$ cat src/rtl/student_fir_pkg.sv
// Shared types for the FIR datapath.
// Sample width and sample-buffer sequencer states.
package student_fir_pkg;

  localparam int unsigned SampleW = 16;

  typedef logic [SampleW-1:0] sample_t;

  typedef enum logic [1:0] {
    CLEAR,
    IDLE,
    READ,
    DRAIN
  } buf_state_e;

endpackage

$ cat src/rtl/student_sample_buffer_ctrl.sv
// Circular-buffer sequencer for the FIR sample DPRAM.
// Writes one sample per handshake, then replays newest taps.
module student_sample_buffer_ctrl
  import student_fir_pkg::*;
#(
  parameter int unsigned AddrWidth    = 10,
  parameter int unsigned DataSize     = 16,
  parameter int unsigned NumTaps      = 1024,
  parameter bit          ClearOnReset = 1'b1
) (
  input  logic                 clk_i,
  input  logic                 rst_ni,
  input  logic [DataSize-1:0]  sample_i,
  input  logic                 sample_valid_i,
  output logic                 sample_ready_o,
  output logic                 ram_ena_o,
  output logic                 ram_wea_o,
  output logic [AddrWidth-1:0] ram_addra_o,
  output logic [DataSize-1:0]  ram_dia_o,
  output logic                 ram_enb_o,
  output logic [AddrWidth-1:0] ram_addrb_o,
  input  logic [DataSize-1:0]  ram_dob_i,
  output logic [DataSize-1:0]  tap_sample_o,
  output logic [AddrWidth-1:0] tap_idx_o,
  output logic                 tap_valid_o,
  output logic                 tap_first_o,
  output logic                 tap_last_o,
  output logic                 done_o,
  output logic                 busy_o
);

  localparam logic [AddrWidth:0] LastK =
    (AddrWidth+1)'(NumTaps - 1);
  localparam logic [AddrWidth-1:0] LastA = '1;

  buf_state_e           state_q;
  logic [AddrWidth-1:0] wr_ptr_q;
  logic [AddrWidth-1:0] base_q;
  logic [AddrWidth-1:0] clr_cnt_q;
  logic [AddrWidth-1:0] clr_addr_q;
  logic [AddrWidth:0]   k_q;
  logic                 clr_we_q;
  logic                 ready_q;
  logic                 busy_q;
  logic                 tap_valid_q;
  logic                 tap_first_q;
  logic                 tap_last_q;
  logic                 done_q;
  logic [AddrWidth-1:0] tap_idx_q;
  logic                 accept;
  logic                 rd_last;

  assign accept  = sample_valid_i & ready_q;
  assign rd_last = (k_q == LastK);

  assign sample_ready_o = ready_q;
  assign busy_o         = busy_q;

  assign ram_ena_o   = clr_we_q | accept;
  assign ram_wea_o   = clr_we_q | accept;
  assign ram_addra_o = clr_we_q ? clr_addr_q : wr_ptr_q;
  assign ram_dia_o   = clr_we_q ? '0 : sample_i;

  assign ram_enb_o   = (state_q == READ);
  assign ram_addrb_o = base_q - k_q[AddrWidth-1:0];

  assign tap_sample_o = ram_dob_i;
  assign tap_idx_o    = tap_idx_q;
  assign tap_valid_o  = tap_valid_q;
  assign tap_first_o  = tap_first_q;
  assign tap_last_o   = tap_last_q;
  assign done_o       = done_q;

  // Sequencer: clear sweep, accept, tap replay, pointer advance.
  always_ff @(posedge clk_i or negedge rst_ni) begin
    if (!rst_ni) begin
      if (ClearOnReset) state_q <= CLEAR;
      else              state_q <= IDLE;
      wr_ptr_q   <= '0;
      base_q     <= '0;
      clr_cnt_q  <= '0;
      clr_addr_q <= '0;
      k_q        <= '0;
      clr_we_q   <= 1'b0;
      ready_q    <= 1'b0;
      busy_q     <= 1'b0;
    end else begin
      unique case (state_q)
        CLEAR: begin
          clr_we_q   <= 1'b1;
          clr_addr_q <= clr_cnt_q;
          clr_cnt_q  <= clr_cnt_q + 1'b1;
          busy_q     <= 1'b1;
          if (clr_cnt_q == LastA) state_q <= IDLE;
        end
        IDLE: begin
          clr_we_q <= 1'b0;
          ready_q  <= ~accept;
          busy_q   <= accept;
          if (accept) begin
            base_q  <= wr_ptr_q;
            k_q     <= '0;
            state_q <= READ;
          end
        end
        READ: begin
          k_q <= k_q + 1'b1;
          if (rd_last) state_q <= DRAIN;
        end
        DRAIN: begin
          wr_ptr_q <= wr_ptr_q + 1'b1;
          ready_q  <= 1'b1;
          busy_q   <= 1'b0;
          state_q  <= IDLE;
        end
        default: state_q <= IDLE;
      endcase
    end
  end

  // Tap flags trail each port-B read by one cycle, matching RAM latency.
  always_ff @(posedge clk_i or negedge rst_ni) begin
    if (!rst_ni) begin
      tap_valid_q <= 1'b0;
      tap_first_q <= 1'b0;
      tap_last_q  <= 1'b0;
      done_q      <= 1'b0;
      tap_idx_q   <= '0;
    end else begin
      tap_valid_q <= (state_q == READ);
      tap_first_q <= (state_q == READ) & (k_q == '0);
      tap_last_q  <= (state_q == READ) & rd_last;
      done_q      <= (state_q == READ) & rd_last;
      tap_idx_q   <= k_q[AddrWidth-1:0];
    end
  end

endmodule
$ cat config.mk
export PLATFORM = sky130hd
export DESIGN_NAME = student_sample_buffer_ctrl
export DESIGN_NICKNAME = d
export VERILOG_FILES = /design/src/rtl/student_fir_pkg.sv /design/src/rtl/student_sample_buffer_ctrl.sv
export SDC_FILE = /design/constraint.sdc
export NUM_CORES = 1
export LEC_CHECK = 0
export CORE_ASPECT_RATIO = 1.75
export CORE_MARGIN = 5
export CORE_UTILIZATION = 51
export DETAILED_ROUTE_END_ITERATION = 6
export PLACE_DENSITY = 0.95
export SLEW_MARGIN = 0
export SYNTH_ARGS = -nofsm -noshare
export SYNTH_HDL_FRONTEND = slang
export SYNTH_SLANG_ARGS = --single-unit
$ cat constraint.sdc
create_clock -name clk_i -period 6.75 [get_ports clk_i]
set_clock_uncertainty 0.1 [all_clocks]
set_input_delay 1.35 -clock clk_i [delete_from_list [all_inputs] [get_ports clk_i]]
set_output_delay 1.35 -clock clk_i [all_outputs]
set_load 0.03 [all_outputs]
==> reports/metrics.csv, run 1 <==
metric,value,unit
Area Overhead vs Synth,26.27,%
synth top area cells,"dfrtp_1, mux2_2, ha_1",
Post-Route Setup TNS,0,ns
Fmax achieved,218.7,MHz
post-CTS sizing,0,
ys flop type,dfrtp_1,
CTS Root Cell,clkbuf_16,
top-level port count,106,
H-tree depth,3,
initial antenna violation count,0,
die height,121.7,microns
Final min period,4.573,ns
most numerous cell in the Yosys netlist,dfrtp_1,
largest net degree at the start of global routing,70,
Synth Instances,321,
"Seq/Total Area, Yosys",0.4752,
Final setup viols,0,
first-pass GRT wire length,12630,microns
post-DP HPWL,5752,microns
clk sinks,69,
DR pass1 iterations,4,
Slew Limit Headroom,0.3354,
Syn Std Cell Area,3633,sq um
initial DRC count,118,
TritonCTS clock tree,yes,
Worst Tran Pin Value,0.9970,ns
core area,6907,sq um
CTS Buf Count,9,
Clock Latency Late Sink,0.33,ns
"Req. time, crit path",5.30,ns
syn_nets,376,
postcts setup bufs,0,
"CTS clk-pin slew, worst paths",0.05,ns
mean post-synth cell area,11.32,sq um
final worst slack,2.177,ns
Avg WL per Cell,16.42,microns
leakage,2.065,nW
Post-synth EDFFs,0,
max capacitance violation total,0,
RePlAce Congestion,0.8338,
post-route total power,2.225,mW
Std-Cell Rows,40,
cts hold-fix bufs,0,
P per Cell Area,484.8,nW/um^2
gr ovfl total,0,
die area,8979,sq um
Crit Path Max Fanout,5,
synth cell count leaders,"dfrtp_1, mux2_2, xnor2_1",
Vias,2536,
Final ANT Viol Nets,0,
Worst Setup Path Type,register to output pin,
RSZ-0062 raised after global routing,no,
Final Hold Fails,0,
Yosys warning count,0,
drt drc,0,
"flops & latches, synth",69,
CTS max path bufs,2,
share of cells above drive strength 1,0.1532,
Die X,73.81,microns
Nets,436,
HP Class,register to register,
Setup crit end kind,output pin,
Initial Util,0.5261,
CP Launch Type,register,
post-place setup slack,2.599,ns
cell accounting for the most synthesized area,dfrtp_1,
flop2flop setup slack,4.40,ns
Peak VDD IR,332.4,uV
CP Data Arrival Time,3.12,ns
Via density,5.407,
total track usage,0.1842,
Yosys top cell area share,0.4752,
Pins Over Slew Limit,0,
final wirelength,7700,microns
status,"complete, no violations",
asr flop ratio synth,1.000,
Netlist cell types,46,
IO Port Bufs,73,
antenna cell count,0,
number of global-route vias before repair,2718,
Final period util,0.6774,
## worst max-delay path: stages (launching register included)
cell,delay [ns]
dfrtp_1,0.43
inv_1,0.21
ha_1,0.33
o21ai_0,0.25
a21oi_1,0.10
o21a_1,0.20
o41ai_1,0.41
xnor2_1,0.18
clkdlybuf4s50_1,0.68
## sequential cells by signal, indices dropped and copies added, names as in the netlist, 2 cells and up
register	count
k_q	11
base_q	10
clr_addr_q	10
clr_cnt_q	10
tap_idx_o	10
wr_ptr_q	10
state_q	2
## kinds of logic after synthesis
kind of cell	after synthesis	share of synthesized area
simple gates	91	0.1388
fa+ha+maj	20	0.07094
flops	69	0.4752
buf+inv	43	0.06405
mux	35	0.1092
xor+xnor	32	0.07713
compound gates	31	0.06474
## metrics by stage
step	cells	hold slack, ns	area, sq um	util
2_1_floorplan	321	0.2872	3633	-
3_3_place_gp	454	0.2999	4307	0.6236
4_1_cts	469	0.3279	4588	0.6643
3_5_place_dp	454	0.3137	4307	0.6236
6_report	469	0.3281	4588	0.6643
5_1_grt	469	0.3449	4588	0.6643
## worst paths after layout
kind / from / endpoint / cells after the start
setup reg to reg: state_q[0] / k_q[5] / 7
min in group asynchronous: rst_ni / tap_idx_o[3] / 2
max in group asynchronous: rst_ni / clr_addr_q[1] / 2
setup / recovery: k_q[2] / ram_addrb_o[7] / 8
hold reg to reg: k_q[7] / tap_idx_o[7] / 0
hold / removal: k_q[7] / tap_idx_o[7] / 0
## per-layer routing
layer,GRT usage,part of all wire,vias to the layer above
met5,0,0,-
met4,0.1202,0.047,0
met2,0.3172,0.55,67
met3,0.04046,0.044,31
li1,-,-,1200
met1,0.1954,0.36,1238
## cells in the final DEF, fill, tap and decap left out, drive strengths merged, types with 2 or more instances in the layout
| cell | count |
|---|---|
| nor2b | 16 |
| a21oi | 6 |
| nor3 | 4 |
| xnor2 | 22 |
| mux2 | 34 |
| nand2b | 5 |
| and3 | 8 |
| nor4 | 2 |
| inv | 18 |
| o21ai | 10 |
| xor2 | 10 |
| clkbuf | 10 |
| nand4 | 5 |
| buf | 2 |
| nand2 | 15 |
| dfrtp | 69 |
| a21o | 2 |
| nor4b | 2 |
| nor2 | 18 |
| ha | 19 |
| nand3 | 14 |
| clkinv | 3 |
| clkdlybuf4s50 | 72 |
## power by group
| group | total (mW) | internal, mW | switching, mW | leakage, nW |
|---|---|---|---|---|
| Clock | 0.443 | 0.281 | 0.162 | 0.138 |
| Combinational | 1.17 | 0.518 | 0.648 | 1.02 |
| Sequential | 0.615 | 0.508 | 0.107 | 0.911 |
## cell type report
| cell class | instances | area [sq um] |
|---|---|---|
| Sequential cell | 69 | 1727 |
| Clock inverter | 5 | 52.55 |
| Fill cell | 498 | 2318 |
| Multi-Input combinational cell | 209 | 1674 |
| Inverter | 18 | 67.56 |
| Timing Repair Buffer | 74 | 733.2 |
| Tap cell | 84 | 105.1 |
| Clock buffer | 10 | 229.0 |
Power figures use the tool's default switching activity.
==> inputs of run 2 (changes only) <==
CORE_UTILIZATION = 48   (was 51)
PLACE_DENSITY = 0.92   (was 0.95)
clock period = 4.66 ns   (was 6.75 ns; I/O delays follow)
==> run 2 against run 1 <==
  * Design area down 0.74%
  * Via count down 1.2%
  * Cell count did not move
  * Global-route usage is 0.69 points lower
  * Sequential share of layout area is 0.28 points higher
  * Flip-flop and latch count unchanged
  * Count of clock-buffer cells in the layout increased by 1
  * Register-to-register slack lost 2.1 ns
  * Setup slack got worse by 1.5 ns
  * Die area is 5.6% higher
  * Largest power group unchanged
  * Highest routed layer unchanged
  * Combinational power rose by 43%
  * Hold slack better by 0.014 ns
==> reports/metrics.csv, run 2 (synthesized netlist as in run 1, its figures left out) <==
metric,value,unit,change
leakage,2.046,nW,was 2.065 nW
final worst slack,0.6743,ns,was 2.177 ns
share of cells above drive strength 1,0.1444,,was 0.1532
Via density,5.343,,was 5.407
Hold Crit Depth,0,,unchanged
CP Launch Type,register,,unchanged
flop2flop setup slack,2.26,ns,was 4.40 ns
largest net degree at the start of global routing,43,,was 70
Top delay family on crit path,buffers and inverters,,was compound AO/OA/AOI/OAI gates
final wirelength,7596,microns,was 7700 microns
Hold Crit Start,k_q[7],,unchanged
antenna cell count,0,,unchanged
max capacitance violation total,0,,unchanged
Die X,75.77,microns,was 73.81 microns
gr ovfl total,0,,unchanged
postcts setup bufs,0,,unchanged
top-level port count,106,,unchanged
max reg flops,11,,unchanged
Avg WL per Cell,16.20,microns,was 16.42 microns
core area,7462,sq um,was 6907 sq um
Vias,2506,,was 2536
Final setup viols,0,,unchanged
Setup crit end kind,output pin,,unchanged
Switch Pwr,1.301,mW,was 0.9169 mW
# fillers,586,,was 498
die height,125.1,microns,was 121.7 microns
utilization after layout,0.6103,,was 0.6643
Pins Over Slew Limit,0,,unchanged
cts hold-fix bufs,0,,unchanged
CTS Root Cell,clkbuf_16,,unchanged
Final period util,0.8553,,
Crit Path Max Fanout,5,,unchanged
Slew Limit Headroom,0.3340,,was 0.3354
Nets,436,,unchanged
die area,9478,sq um,was 8979 sq um
DR pass1 iterations,4,,unchanged
CP cell instances,inv_1 -> ha_1 -> o21ai_0 -> a21oi_1 -> o21a_1 -> o41ai_1 -> xnor2_1 -> clkdlybuf4s50_1,,unchanged
WHS,0.3417,ns,was 0.3281 ns
Final Hold Fails,0,,unchanged
"CTS clk-pin slew, worst paths",0.05,ns,about the same
hold-critical path endpoint,tap_idx_o[7],,unchanged
initial DRC count,123,,was 118
"Req. time, crit path",3.63,ns,was 5.30 ns
"Buf+Inv Stages, Crit Path",2,,unchanged
Final min period,3.986,ns,
post-place setup slack,1.044,ns,was 2.599 ns
H-tree depth,3,,unchanged
post-CTS sizing,0,,unchanged
TritonCTS clock tree,yes,,unchanged
Reg-to-Reg Start,state_q[0],,unchanged
logic gate share of total power,0.531,,was 0.524
IO Port Bufs,73,,unchanged
Initial Util,0.4869,,was 0.5261
number of global-route vias before repair,2616,,was 2718
P_int,1.843,mW,was 1.308 mW
Final ANT Viol Nets,0,,unchanged
Largest Register,k_q,,unchanged
switch share,0.4139,,was 0.4122
CP max stage delay,0.68,ns,about the same
HP Class,register to register,,unchanged
Post-Route Setup TNS,0,ns,unchanged
drt drc,0,,unchanged
initial antenna violation count,0,,unchanged
Reg power frac,0.283,,was 0.276
status,"complete, no violations",,unchanged
Peak VDD IR,347.5,uV,was 332.4 uV
Area Overhead vs Synth,25.34,%,was 26.27%
P per Cell Area,690.3,nW/um^2,was 484.8 nW/um^2
Fmax achieved,250.9,MHz,
Slowest cell on crit path,clkdlybuf4s50_1,,unchanged
post-route total power,3.144,mW,was 2.225 mW
Worst Setup Path Type,register to output pin,,unchanged
R2R Path End,k_q[5],,unchanged
worst reg2reg path depth,7,,unchanged
post-DP HPWL,5734,microns,was 5752 microns
CP Data Arrival Time,2.95,ns,was 3.12 ns
first-pass GRT wire length,12730,microns,was 12630 microns
clock share of power,0.186,,was 0.199
clk sinks,69,,unchanged
Worst Tran Pin Value,0.9990,ns,was 0.9970 ns
total track usage,0.1773,,was 0.1842
CTS Buf Count,9,,unchanged
RSZ-0062 raised after global routing,no,,unchanged
Clock Latency Late Sink,0.33,ns,about the same
CTS max path bufs,2,,unchanged
most frequent cells in the layout,"clkdlybuf4s50_1, dfrtp_1, mux2_2",,unchanged
RePlAce Congestion,0.9428,,was 0.8338
"most common cell after layout, fill and taps aside",clkdlybuf4s50_1,,unchanged
Std-Cell Rows,42,,was 40
-- run 2: changes by cell type in the layout (fill, tap and decap cells not counted) --
cell / change
clkbuf_8: +1
bufinv_16: -1
clkinv_2: -3
clkinvlp_4: -1
-- run 2: cell type report --
type                       instances  area [sq um]  share of cell area
sequential                        69          1727              0.3791
clock buffer                      11         242.7             0.05330
inverter                          18         67.56             0.01484
multi-input combinational        209          1674              0.3676
tap                               88         110.1             0.02418
timing repair buffer              74         733.2              0.1610
-- run 2: per-stage QoR --
stage	area (sq um)	std cells
6_report	4554	469
5_1_grt	4554	469
3_5_place_dp	4312	458
4_1_cts	4554	469
2_1_floorplan	3633	321
3_3_place_gp	4312	458
-- run 2: worst max path at each step --
| stage | from | endpoint | slack (ns) | cells past startpoint |
|---|---|---|---|---|
| 2_1_floorplan | k_q[0] | ram_addrb_o[8] | 1.63 | 8 |
| 3_3_place_gp | k_q[2] | ram_addrb_o[7] | 1.06 | 8 |
| 3_5_place_dp | k_q[2] | ram_addrb_o[7] | 1.04 | 8 |
| 4_1_cts | k_q[2] | ram_addrb_o[7] | 0.67 | 8 |
| 5_1_grt | k_q[2] | ram_addrb_o[7] | 0.57 | 8 |
| 6_report | k_q[2] | ram_addrb_o[7] | 0.67 | 8 |
-- run 2: routing by layer --
metal	up-vias	GRT usage	part of all wire
li1	1194	-	-
met1	1218	0.1984	0.36
met2	70	0.2879	0.54
met3	24	0.05382	0.055
met4	0	0.09990	0.042
met5	-	0	0
-- run 2: power by group through the flow --
stage / Sequential, mW / Clock [mW] / Combinational [mW]
detailed placement: 0.901 / 0 / 1.67
floorplan: 0.874 / 0 / 1.14
global placement: 0.888 / 0 / 1.64
finish: 0.889 / 0.584 / 1.67
global route: 0.913 / 0.620 / 1.80
CTS: 0.891 / 0.591 / 1.69
==> inputs of run 3 (changes only) <==
CTS_CLUSTER_SIZE = 24   (was not set)
==> results of run 3 <==
Same layout as run 2: the final DEF is identical, and so are final timing and power.
